## src/rtl/booth2_div_seq_pkg.sv

```systemverilog
// Shared definitions for the sequential signed divider.
//   DIV_DATA_W  : default operand/result width
//   DIV_CNT_W   : default iteration counter width (2**DIV_CNT_W > DIV_DATA_W)
//   div_state_t : binary-encoded FSM states IDLE -> CALC -> FIX -> IDLE
package booth2_div_seq_pkg;

    localparam int DIV_DATA_W = 32;
    localparam int DIV_CNT_W  = 6;

    typedef enum logic [1:0] {
        IDLE = 2'd0,
        CALC = 2'd1,
        FIX  = 2'd2
    } div_state_t;

endpackage

```

## src/rtl/booth2_div_addsub.sv

```systemverilog
// W-bit ripple subtractor a - b, built from the multiplier's full-adder cell
// with b inverted and a carry-in of 1.
//   a, b : W-bit operands
//   diff : low W-1 bits of the difference
//   sign : msb of the difference (1 means the result is negative)
module booth2_div_addsub #(
    parameter int W = 33
) (
    input  logic [W-1:0] a,
    input  logic [W-1:0] b,
    output logic [W-2:0] diff,
    output logic         sign
);

    logic [W-1:0] carry;
    logic [W-2:0] sum_low;

    assign carry[0] = 1'b1;

    generate
        for (genvar gi = 0; gi < W - 1; gi++) begin : g_bit
            booth2_mul_3to2adder u_fa (
                .a    (a[gi]),
                .b    (~b[gi]),
                .cin  (carry[gi]),
                .sum  (sum_low[gi]),
                .cout (carry[gi+1])
            );
        end
    endgenerate

    // The top bit only needs its sum; its carry out would be discarded.
    assign diff = sum_low;
    assign sign = a[W-1] ^ ~b[W-1] ^ carry[W-1];

endmodule

```

## src/rtl/booth2_mul_3to2adder.sv

```systemverilog
// Full-adder cell shared with the Booth-2 multiplier datapath.
//   a, b, cin : addend bits and carry in
//   sum, cout : sum bit and carry out
module booth2_mul_3to2adder (
    input  logic a,
    input  logic b,
    input  logic cin,
    output logic sum,
    output logic cout
);

    assign sum  = a ^ b ^ cin;
    assign cout = (a & b) | (a & cin) | (b & cin);

endmodule

```

## src/rtl/booth2_div_seq.sv

```systemverilog
// Sequential signed divider: radix-2 restoring division on magnitudes, one
// quotient bit per cycle, then a sign-fix cycle. Quotient truncates toward
// zero, remainder takes the sign of the dividend. Fixed latency: val_o is high
// DATA_W+2 cycles after the accept cycle.
//   clk, rst_n              : clock, asynchronous active-low reset
//   val_i / rdy_o           : request handshake (accept on val_i && rdy_o)
//   dividend_i, divisor_i   : signed operands sampled at accept
//   val_o                   : one-cycle result pulse
//   quotient_o, remainder_o : signed results, held until the next val_o
//   div0_o                  : divisor was zero (quotient -1, remainder = dividend)
module booth2_div_seq
    import booth2_div_seq_pkg::*;
#(
    parameter int DATA_W = DIV_DATA_W,
    parameter int CNT_W  = DIV_CNT_W
) (
    input  logic              clk,
    input  logic              rst_n,
    input  logic              val_i,
    output logic              rdy_o,
    input  logic [DATA_W-1:0] dividend_i,
    input  logic [DATA_W-1:0] divisor_i,
    output logic              val_o,
    output logic [DATA_W-1:0] quotient_o,
    output logic [DATA_W-1:0] remainder_o,
    output logic              div0_o
);

    localparam logic [DATA_W-1:0] ONE      = DATA_W'(1);
    localparam logic [CNT_W-1:0]  CNT_ONE  = CNT_W'(1);
    localparam logic [CNT_W-1:0]  CNT_LAST = CNT_W'(DATA_W - 1);

    div_state_t        state_reg, state_next;
    logic [CNT_W-1:0]  cnt_reg;
    logic [DATA_W-1:0] q_reg;
    logic [DATA_W-1:0] d_reg;
    // R never exceeds DATA_W bits between steps (R < D, or R <= |dividend|
    // when D is zero); only the shifted value R' needs the extra bit.
    logic [DATA_W-1:0] r_reg;
    logic              sign_q_reg;
    logic              sign_r_reg;
    logic              zero_reg;

    logic [DATA_W:0]   r_shift;
    logic [DATA_W-1:0] diff_low;
    logic              diff_neg;
    logic [DATA_W-1:0] dividend_mag;
    logic [DATA_W-1:0] divisor_mag;

    // ~x+1 kept at DATA_W bits: |MIN| becomes 2**(DATA_W-1) as unsigned.
    assign dividend_mag = dividend_i[DATA_W-1] ? (~dividend_i + ONE) : dividend_i;
    assign divisor_mag  = divisor_i[DATA_W-1]  ? (~divisor_i + ONE)  : divisor_i;

    assign r_shift = {r_reg, q_reg[DATA_W-1]};

    booth2_div_addsub #(
        .W (DATA_W + 1)
    ) u_sub (
        .a    (r_shift),
        .b    ({1'b0, d_reg}),
        .diff (diff_low),
        .sign (diff_neg)
    );

    always_ff @(posedge clk or negedge rst_n) begin
        if (!rst_n) begin
            state_reg <= IDLE;
        end else begin
            state_reg <= state_next;
        end
    end

    always_comb begin
        state_next = state_reg;
        rdy_o      = 1'b0;
        case (state_reg)
            IDLE: begin
                rdy_o = 1'b1;
                if (val_i) begin
                    state_next = CALC;
                end
            end
            CALC: begin
                if (cnt_reg == '0) begin
                    state_next = FIX;
                end
            end
            FIX:     state_next = IDLE;
            default: state_next = IDLE;
        endcase
    end

    always_ff @(posedge clk or negedge rst_n) begin
        if (!rst_n) begin
            cnt_reg     <= '0;
            q_reg       <= '0;
            d_reg       <= '0;
            r_reg       <= '0;
            sign_q_reg  <= 1'b0;
            sign_r_reg  <= 1'b0;
            zero_reg    <= 1'b0;
            val_o       <= 1'b0;
            quotient_o  <= '0;
            remainder_o <= '0;
            div0_o      <= 1'b0;
        end else begin
            val_o <= 1'b0;
            case (state_reg)
                IDLE: begin
                    if (val_i) begin
                        q_reg      <= dividend_mag;
                        d_reg      <= divisor_mag;
                        r_reg      <= '0;
                        sign_q_reg <= dividend_i[DATA_W-1] ^ divisor_i[DATA_W-1];
                        sign_r_reg <= dividend_i[DATA_W-1];
                        zero_reg   <= (divisor_i == '0);
                        cnt_reg    <= CNT_LAST;
                    end
                end
                CALC: begin
                    cnt_reg <= cnt_reg - CNT_ONE;
                    if (!diff_neg) begin
                        r_reg <= diff_low;
                        q_reg <= {q_reg[DATA_W-2:0], 1'b1};
                    end else begin
                        r_reg <= r_shift[DATA_W-1:0];
                        q_reg <= {q_reg[DATA_W-2:0], 1'b0};
                    end
                end
                FIX: begin
                    // With D=0 every step subtracts nothing, so R ends up
                    // holding |dividend| and re-signing it restores the
                    // original dividend; only the quotient needs forcing.
                    if (zero_reg) begin
                        quotient_o <= '1;
                    end else begin
                        quotient_o <= sign_q_reg ? (~q_reg + ONE) : q_reg;
                    end
                    remainder_o <= sign_r_reg ? (~r_reg + ONE) : r_reg;
                    div0_o      <= zero_reg;
                    val_o       <= 1'b1;
                end
                default: ;
            endcase
        end
    end

endmodule

```

## config.mk

```make
export PLATFORM = sky130hd
export DESIGN_NAME = booth2_div_seq
export DESIGN_NICKNAME = d
export VERILOG_FILES = /design/src/rtl/booth2_div_seq_pkg.sv /design/src/rtl/booth2_div_addsub.sv /design/src/rtl/booth2_mul_3to2adder.sv /design/src/rtl/booth2_div_seq.sv
export SDC_FILE = /design/constraint.sdc
export NUM_CORES = 1
export LEC_CHECK = 0
export CORE_ASPECT_RATIO = 0.5
export CORE_MARGIN = 2
export CORE_UTILIZATION = 56
export CTS_CLUSTER_SIZE = 10
export DETAILED_ROUTE_END_ITERATION = 7
export PLACE_DENSITY = 0.92
export SYNTH_ARGS = -nofsm -noshare
export SYNTH_HDL_FRONTEND = slang
export SYNTH_HIERARCHICAL = 1
export SYNTH_SLANG_ARGS = --single-unit
```

## constraint.sdc

```tcl
create_clock -name clk -period 16.9 [get_ports clk]
set_input_delay 2.535 -clock clk [delete_from_list [all_inputs] [get_ports clk]]
set_output_delay 2.535 -clock clk [all_outputs]
set_load 0.01 [all_outputs]
```

Yosys cells after proc, flatten, opt, wreduce, memory -nomap -nowiden

Index checks and enable logic that the tools add are counted.
W data, S select, Z words.

Equality and inequality tests: 4
Order comparisons: 0
Multiplexer cells: 18
Bitwise operators: 261
Shift operators: 0
Reductions and logical operators: 7
Add/subtract/negate cells: 5
Div/mod/pow operators: 0
Multipliers: 0

Operator list:

| cell                    | number |
|---|---|
| $mux W32                | 8 |
| $add A32 B1 Y32 const B | 4 |
| $not A32 Y32            | 4 |
| $pmux W32 S2            | 2 |
| $and A1 B1 Y1           | 94 |
| $xor A1 B1 Y1           | 65 |
| $or A1 B1 Y1            | 64 |
| $not A1 Y1              | 34 |
| $logic_not A32 Y1       | 1 |
| $pmux W6 S2             | 1 |
| $logic_not A6 Y1        | 1 |
| $mux W6                 | 1 |
| $reduce_and A2 Y1       | 3 |
| $sub A6 B1 Y6 const B   | 1 |
| $mux W2                 | 2 |
| $ne A2 B2 Y1 const B    | 2 |
| $pmux W2 S2             | 1 |
| $mux W1                 | 3 |
| $eq A2 B1 Y1 const B    | 1 |
| $eq A2 B2 Y1 const B    | 1 |
| $logic_not A2 Y1        | 1 |
| $reduce_bool A2 Y1      | 1 |

Latch bits: 0
Bits in read-only memories: 0
Memories: 0
Memory bits (writable): 0
Input bits: 67
Output and inout bits: 67
Flip-flop bits (word level): 173

Logic depth before layout (Yosys ltp)

Depth after elaboration: 100
Depth in mapped cells: 39
Depth with buffers taken out: 37

By module

The synthesis kept the hierarchy.

By module, submodules not included:

| module               | instances | seq. area each (sq um) | area each (sq um) | cells each |
|---|---|---|---|---|
| booth2_div_seq       | 1         | 4329.2                 | 9590.4            | 1061 |
| booth2_mul_3to2adder | 32        | 0.0                    | 20.0              | 1 |
| booth2_div_addsub    | 1         | 0.0                    | 146.4             | 34 |

Worst setup path after synthesis

No wires, ideal clock.

Path kind: register to register
From: register q_reg[31]
To: register r_reg[0]
Required time: 16.766 ns
Data arrival time: 13.808 ns
Path buffers: 2
Slack: 2.958 ns
Setup time: 0.134 ns
Stages on the path, launching flop included: 38
Cells stage by stage: dfrtp_1 > fa_1 > fa_1 > fa_1 > fa_1 > fa_1 > fa_1 > fa_1 > fa_1 > fa_1 > fa_1 > fa_1 > fa_1 > fa_1 > fa_1 > fa_1 > fa_1 > fa_1 > (+2 left out) > fa_1 > fa_1 > fa_1 > fa_1 > fa_1 > fa_1 > fa_1 > fa_1 > fa_1 > fa_1 > fa_1 > fa_1 > fa_1 > xnor3_1 > clkbuf_1 > buf_1 > mux2i_1 > o22ai_1

Longest elaborated chain between the ends: 99
Elaborated cells on any way between the ends: 132

RTL lines:

| what                        | line                       | RTL |
|---|---|---|
| from (decl)                 | booth2_div_seq.sv:35       | `logic [DATA_W-1:0] q_reg;` |
| from (signal assigned)      | booth2_div_seq.sv:111      | `q_reg <= dividend_mag;` |
| from (signal assigned)      | booth2_div_seq.sv:124      | `q_reg <= {q_reg[DATA_W-2:0], 1'b1};` |
| from (signal assigned)      | booth2_div_seq.sv:127      | `q_reg <= {q_reg[DATA_W-2:0], 1'b0};` |
| $and A1 B1 Y1               | booth2_mul_3to2adder.sv:13 | `assign cout = (a & b) \| (a & cin) \| (b & cin);` |
| $or A1 B1 Y1 * (2 in a row) | booth2_mul_3to2adder.sv:13 |  |
| net u_sub.carry[1]          | booth2_div_addsub.sv:15    | `logic [W-1:0] carry;` |
| $and A1 B1 Y1               | booth2_mul_3to2adder.sv:13 |  |
| $or A1 B1 Y1                | booth2_mul_3to2adder.sv:13 |  |
| $or A1 B1 Y1 *              | booth2_mul_3to2adder.sv:13 |  |
| net u_sub.carry[2]          | booth2_div_addsub.sv:15    |  |
| $and A1 B1 Y1               | booth2_mul_3to2adder.sv:13 |  |
| (+2 left out)               | -                          |  |
| net u_sub.carry[3]          | booth2_div_addsub.sv:15    |  |
| (+3 left out)               | -                          |  |
| net u_sub.carry[4]          | booth2_div_addsub.sv:15    |  |
| (+3 left out)               | -                          |  |
| net u_sub.carry[5]          | booth2_div_addsub.sv:15    |  |
| (+3 left out)               | -                          |  |
| net u_sub.carry[6]          | booth2_div_addsub.sv:15    |  |
| (+3 left out)               | -                          |  |
| net u_sub.carry[7]          | booth2_div_addsub.sv:15    |  |
| (+3 left out)               | -                          |  |
| net u_sub.carry[8]          | booth2_div_addsub.sv:15    |  |
| (+3 left out)               | -                          |  |
| net u_sub.carry[9]          | booth2_div_addsub.sv:15    |  |
| (+3 left out)               | -                          |  |
| net u_sub.carry[10]         | booth2_div_addsub.sv:15    |  |
| (+3 left out)               | -                          |  |
| net u_sub.carry[11]         | booth2_div_addsub.sv:15    |  |
| (+3 left out)               | -                          |  |
| net u_sub.carry[12]         | booth2_div_addsub.sv:15    |  |
| (+3 left out)               | -                          |  |
| net u_sub.carry[13]         | booth2_div_addsub.sv:15    |  |
| (+3 left out)               | -                          |  |
| net u_sub.carry[14]         | booth2_div_addsub.sv:15    |  |
| (+3 left out)               | -                          |  |
| net u_sub.carry[15]         | booth2_div_addsub.sv:15    |  |
| (+3 left out)               | -                          |  |
| net u_sub.carry[16]         | booth2_div_addsub.sv:15    |  |
| (+3 left out)               | -                          |  |
| net u_sub.carry[17]         | booth2_div_addsub.sv:15    |  |
| (+3 left out)               | -                          |  |
| net u_sub.carry[18]         | booth2_div_addsub.sv:15    |  |
| (+3 left out)               | -                          |  |
| net u_sub.carry[19]         | booth2_div_addsub.sv:15    |  |
| (+3 left out)               | -                          |  |
| net u_sub.carry[20]         | booth2_div_addsub.sv:15    |  |
| (+3 left out)               | -                          |  |
| net u_sub.carry[21]         | booth2_div_addsub.sv:15    |  |
| (+3 left out)               | -                          |  |
| net u_sub.carry[22]         | booth2_div_addsub.sv:15    |  |
| (+3 left out)               | -                          |  |
| net u_sub.carry[23]         | booth2_div_addsub.sv:15    |  |
| (+3 left out)               | -                          |  |
| net u_sub.carry[24]         | booth2_div_addsub.sv:15    |  |
| (+3 left out)               | -                          |  |
| net u_sub.carry[25]         | booth2_div_addsub.sv:15    |  |
| (+3 left out)               | -                          |  |
| net u_sub.carry[26]         | booth2_div_addsub.sv:15    |  |
| (+3 left out)               | -                          |  |
| net u_sub.carry[27]         | booth2_div_addsub.sv:15    |  |
| (+3 left out)               | -                          |  |
| net u_sub.carry[28]         | booth2_div_addsub.sv:15    |  |
| (+3 left out)               | -                          |  |
| net u_sub.carry[29]         | booth2_div_addsub.sv:15    |  |
| (+3 left out)               | -                          |  |
| net u_sub.carry[30]         | booth2_div_addsub.sv:15    |  |
| (+3 left out)               | -                          |  |
| net u_sub.carry[31]         | booth2_div_addsub.sv:15    |  |
| $and A1 B1 Y1               | booth2_mul_3to2adder.sv:13 |  |
| $or A1 B1 Y1                | booth2_mul_3to2adder.sv:13 |  |
| $or A1 B1 Y1 *              | booth2_mul_3to2adder.sv:13 |  |
| net u_sub.carry[32]         | booth2_div_addsub.sv:15    |  |
| $xor A1 B1 Y1 *             | booth2_div_addsub.sv:34    | `assign sign = a[W-1] ^ ~b[W-1] ^ carry[W-1];` |
| net diff_neg                | booth2_div_seq.sv:46       | `logic diff_neg;` |
| $mux W32 *                  | booth2_div_seq.sv:122      | `if (!diff_neg) begin` |
| $pmux W32 S2 *              | booth2_div_seq.sv:108      | `case (state_reg)` |
| to (signal assigned)        | booth2_div_seq.sv:123      | `r_reg <= diff_low;` |
| to (signal assigned)        | booth2_div_seq.sv:126      | `r_reg <= r_shift[DATA_W-1:0];` |
| to (decl)                   | booth2_div_seq.sv:39       | `logic [DATA_W-1:0] r_reg;` |

The timed path passes the listed nets; every way through them passes the cells marked *.
A chain may end at the register's enable or synchronous reset.

Final worst setup path

From: register q_reg[31]
To: register r_reg[27]

The elaborated chain is that of the path after synthesis.

==> results_dict.tcl <==
set metrics [dict create \
    design.core.area_um2 18300 \
    max-clock-path-buffers 2 \
    yosysTopAreaCellShare_pct 41.7 \
    chipHeight_um 100 \
    yosys.cell_types.count 55 \
    drv_cap 0 \
    postRouteAntennaNets 0 \
    drc 0 \
    yosys_most_used_dff "sky130_fd_sc_hd__dfrtp_1" \
    largest_fanout_on_the_critical_path 33 \
    io_pins 134 \
    ffs_w_async_s_r_synth_pct 100 \
    cts_resized 0 \
    capturing_point_of_the_worst_reg2reg_path "r_reg[27]$_DFFE_PN0P_" \
    crit_path_max_incr_delay_ps 970 \
    timing.fmax_ghz 0.0668 \
    final_nets 1320 \
    floorplan.die.width_um 197 \
    finalMaxSlewViolations 0 \
    tritoncts.num_buffers 17 \
    via_per_inst 6.27 \
    maximum_number_of_pins_on_one_net_before_global_route_repair 116 \
    clock_insertion_delay_worst_skew_ps 440 \
    synth_compound_area_share_pct 18.3 \
    post-route-min-period_ps 14980 \
    max_slew_margin_pct 19.6 \
    detail_route.wl_per_cell_um 19.0 \
    final.fill_count 1293 \
    kind_of_end_point_of_the_critical_path "flop" \
    post-dp-hpwl_um 19100 \
    tightestPinTransition_ps 1210 \
    synthTopCellsByArea "sky130_fd_sc_hd__dfrtp_1, sky130_fd_sc_hd__xor2_1, sky130_fd_sc_hd__o21ai_0" \
    synth_simple_gate_area_share_pct 16.0 \
    fp.dieArea_um2 19700 \
    detail_route.first_pass.iterations 6 \
    yosys.area_share.adder_pct 6.90 \
    yosys_warnings 6 \
    setup_violations 0 \
    critPathArrivalTime_ps 15270 \
    startpoint_type "flop" \
    hold_fails_final_rpt 0 \
    global_route_wire_length_before_repair_um 46600 \
    seq_area_frac_synth_pct 41.7 \
    synthesis.area_um2 10400 \
    power.density_cell_area_nw_per_um2 179 \
    seq_power_share_pct 36.4 \
    post_synth_xor_area_fraction_pct 8.83 \
    crit_path_top_delay_cell "sky130_fd_sc_hd__xnor3_2" \
    vias 9201 \
    first_global_vias 9261 \
    maximum_resistive_drop_on_vdd_v 0.000133 \
    finClkSkew_ps 11.5 \
    comb_power_share_pct 44.8 \
    wirelength_um 27900 \
    cpMostUsedCell "sky130_fd_sc_hd__fa_1" \
    grt_setup_unrepaired "false" \
    worst_r2r_startpoint "q_reg[31]$_DFFE_PN0P_" \
    cts_tree "built" \
    worst_setup_hold_path_clk_slew_ps 70 \
    fin_setup_tns_ps 0 \
    power_frac_clock_pct 18.9 \
    yosys-mux-area-fraction_pct 3.79 \
    grt_overflow_total 0 \
    critical_path_required_ps 17190 \
    timing.final.crit_share_pct 88.6 \
    grt.total_usage_pct 29.6 \
    area_growth_syn_to_fin_pct 19.7 \
    routabilityCongestion 0.895 \
    final_core_util_pct 68.0 \
    number_of_enable_type_register_cells_in_the_synthesized_netlist 0 \
    regToRegSetupSlack_ps 1920 \
    ys_top_cells_by_count "sky130_fd_sc_hd__dfrtp_1, sky130_fd_sc_hd__o21ai_0, sky130_fd_sc_hd__nand2_1" \
    syn_nets 1232 \
    drive_above_1_share_pct 4.81 \
    antenna_cells_inserted 0 \
    finish.cell_count_without_fillers 1467 \
    avg_inst_size_synth_um2 9.21 \
    cts_setup_buffers 0 \
    reg2reg_depth 35 \
    htree_levels 4 \
    p_leak_nw 5.18 \
    cts_stage_hold_buffer_count 0 \
    worstSetupPathType "flop to flop" \
    drt_first_iter_violations 1009 \
    run_status "complete, no violations" \
    postSynthCellCount 1127 \
    initial_antenna_violation_count 0 \
    setup.worst_path.start "q_reg[31]$_DFFE_PN0P_" \
    worstSetupEndpoint "r_reg[27]$_DFFE_PN0P_" \
    place.detailed.instances 1436 \
    yosysMostFrequentCell "sky130_fd_sc_hd__dfrtp_1" \
    clkSinkCount 173 \
    port-buffer-count 133 \
    fp-row-count 35 \
    yosys_register_bits 173 \
    timing.hold.worst.class "flop to flop" \
    p_int_mw 1.27 \
    netlist.top_cell.by_area "sky130_fd_sc_hd__dfrtp_1" \
    clk_root_buffer_cell "sky130_fd_sc_hd__clkbuf_16" \
    synth_top_family_by_area "compound AO/OA/AOI/OAI gates" \
    initial_core_util_pct 56.8 \
    switching_power_mw 0.958 \
    switching_share_pct 43.0 \
]
-- worst max-delay path: cells and delay by family (launching register included) --
family / cells / cell delay [ps]
xor+xnor: 1 / 970
mux: 1 / 340
flops: 1 / 460
compound gates: 1 / 130
fa+ha+maj: 32 / 12920
-- cells in the final DEF (no fill, tap or decap), types with 18 or more instances in the layout --
| master | instances |
|---|---|
| sky130_fd_sc_hd__nor2_1 | 59 |
| sky130_fd_sc_hd__clkdlybuf4s50_1 | 132 |
| sky130_fd_sc_hd__fa_1 | 32 |
| sky130_fd_sc_hd__o31ai_1 | 37 |
| sky130_fd_sc_hd__nand2_1 | 148 |
| sky130_fd_sc_hd__o21ai_0 | 150 |
| sky130_fd_sc_hd__o41ai_1 | 26 |
| sky130_fd_sc_hd__inv_1 | 46 |
| sky130_fd_sc_hd__a21oi_1 | 40 |
| sky130_fd_sc_hd__mux2i_1 | 37 |
| sky130_fd_sc_hd__nor3_1 | 21 |
| sky130_fd_sc_hd__or3_1 | 18 |
| sky130_fd_sc_hd__xor2_1 | 92 |
| sky130_fd_sc_hd__dfrtp_1 | 173 |
| sky130_fd_sc_hd__a22oi_1 | 24 |
-- worst min path at each step --
stage	start	end	slack, ps	depth (start not counted)
after global placement	quotient_o[11]$_DFFE_PN0P_	quotient_o[11]$_DFFE_PN0P_	460	2
after CTS	quotient_o[11]$_DFFE_PN0P_	quotient_o[11]$_DFFE_PN0P_	480	2
after detailed placement	quotient_o[11]$_DFFE_PN0P_	quotient_o[11]$_DFFE_PN0P_	470	2
final	remainder_o[19]$_DFFE_PN0P_	remainder_o[19]$_DFFE_PN0P_	480	2
after floorplan	d_reg[0]$_DFFE_PN0P_	d_reg[0]$_DFFE_PN0P_	450	2
after global routing	quotient_o[11]$_DFFE_PN0P_	quotient_o[11]$_DFFE_PN0P_	500	2
-- layer usage --
| layer | GRT usage (%) | part of all wire [%] |
|---|---|---|
| met1 | 36.6 | 39 |
| met2 | 51.5 | 50 |
| met3 | 6.01 | 7.1 |
| met4 | 12.6 | 3.5 |
| met5 | 0 | 0 |
-- metrics by stage --
stage               hold WS (ps)  total power, mW  cell area [um^2]  setup slack, ps
finish                       479             2.23             12400             1920
floorplan                    450             1.44             10400             2960
detailed placement           467             1.76             11800             2210
global placement             464             1.67             11800             2630
CTS                          485             2.21             12400             2080
global route                 497             2.38             12400             1560
-- power groups by stage --
stage	combinational, mW	clock, mW	sequential, mW
6_report	0.996	0.420	0.809
2_1_floorplan	0.736	0	0.707
3_3_place_gp	0.885	0	0.788
3_5_place_dp	0.962	0	0.802
4_1_cts	0.986	0.420	0.799
5_1_grt	1.11	0.440	0.830
-- cells by family after synthesis --
| kind of cell | count (synthesis) |
|---|---|
| and+or+nand+nor | 343 |
| adders and majority gates | 38 |
| AOI/OAI and AO/OA | 311 |
| DFF | 173 |
| other | 2 |
| muxes | 39 |
| xor gates and xnor gates | 103 |
| buffers and inverters | 118 |
-- area by class of cell --
type / instances / area (um^2) / share of cell area [%]
tap: 240 / 300 / 2.42
clock inverter: 13 / 180 / 1.45
inverter: 46 / 173 / 1.39
timing repair buffer: 141 / 1390 / 11.2
multi-input combinational: 836 / 5610 / 45.1
clock buffer: 18 / 439 / 3.54
sequential: 173 / 4330 / 34.9
No activity file was read; power rests on OpenSTA's default activity.
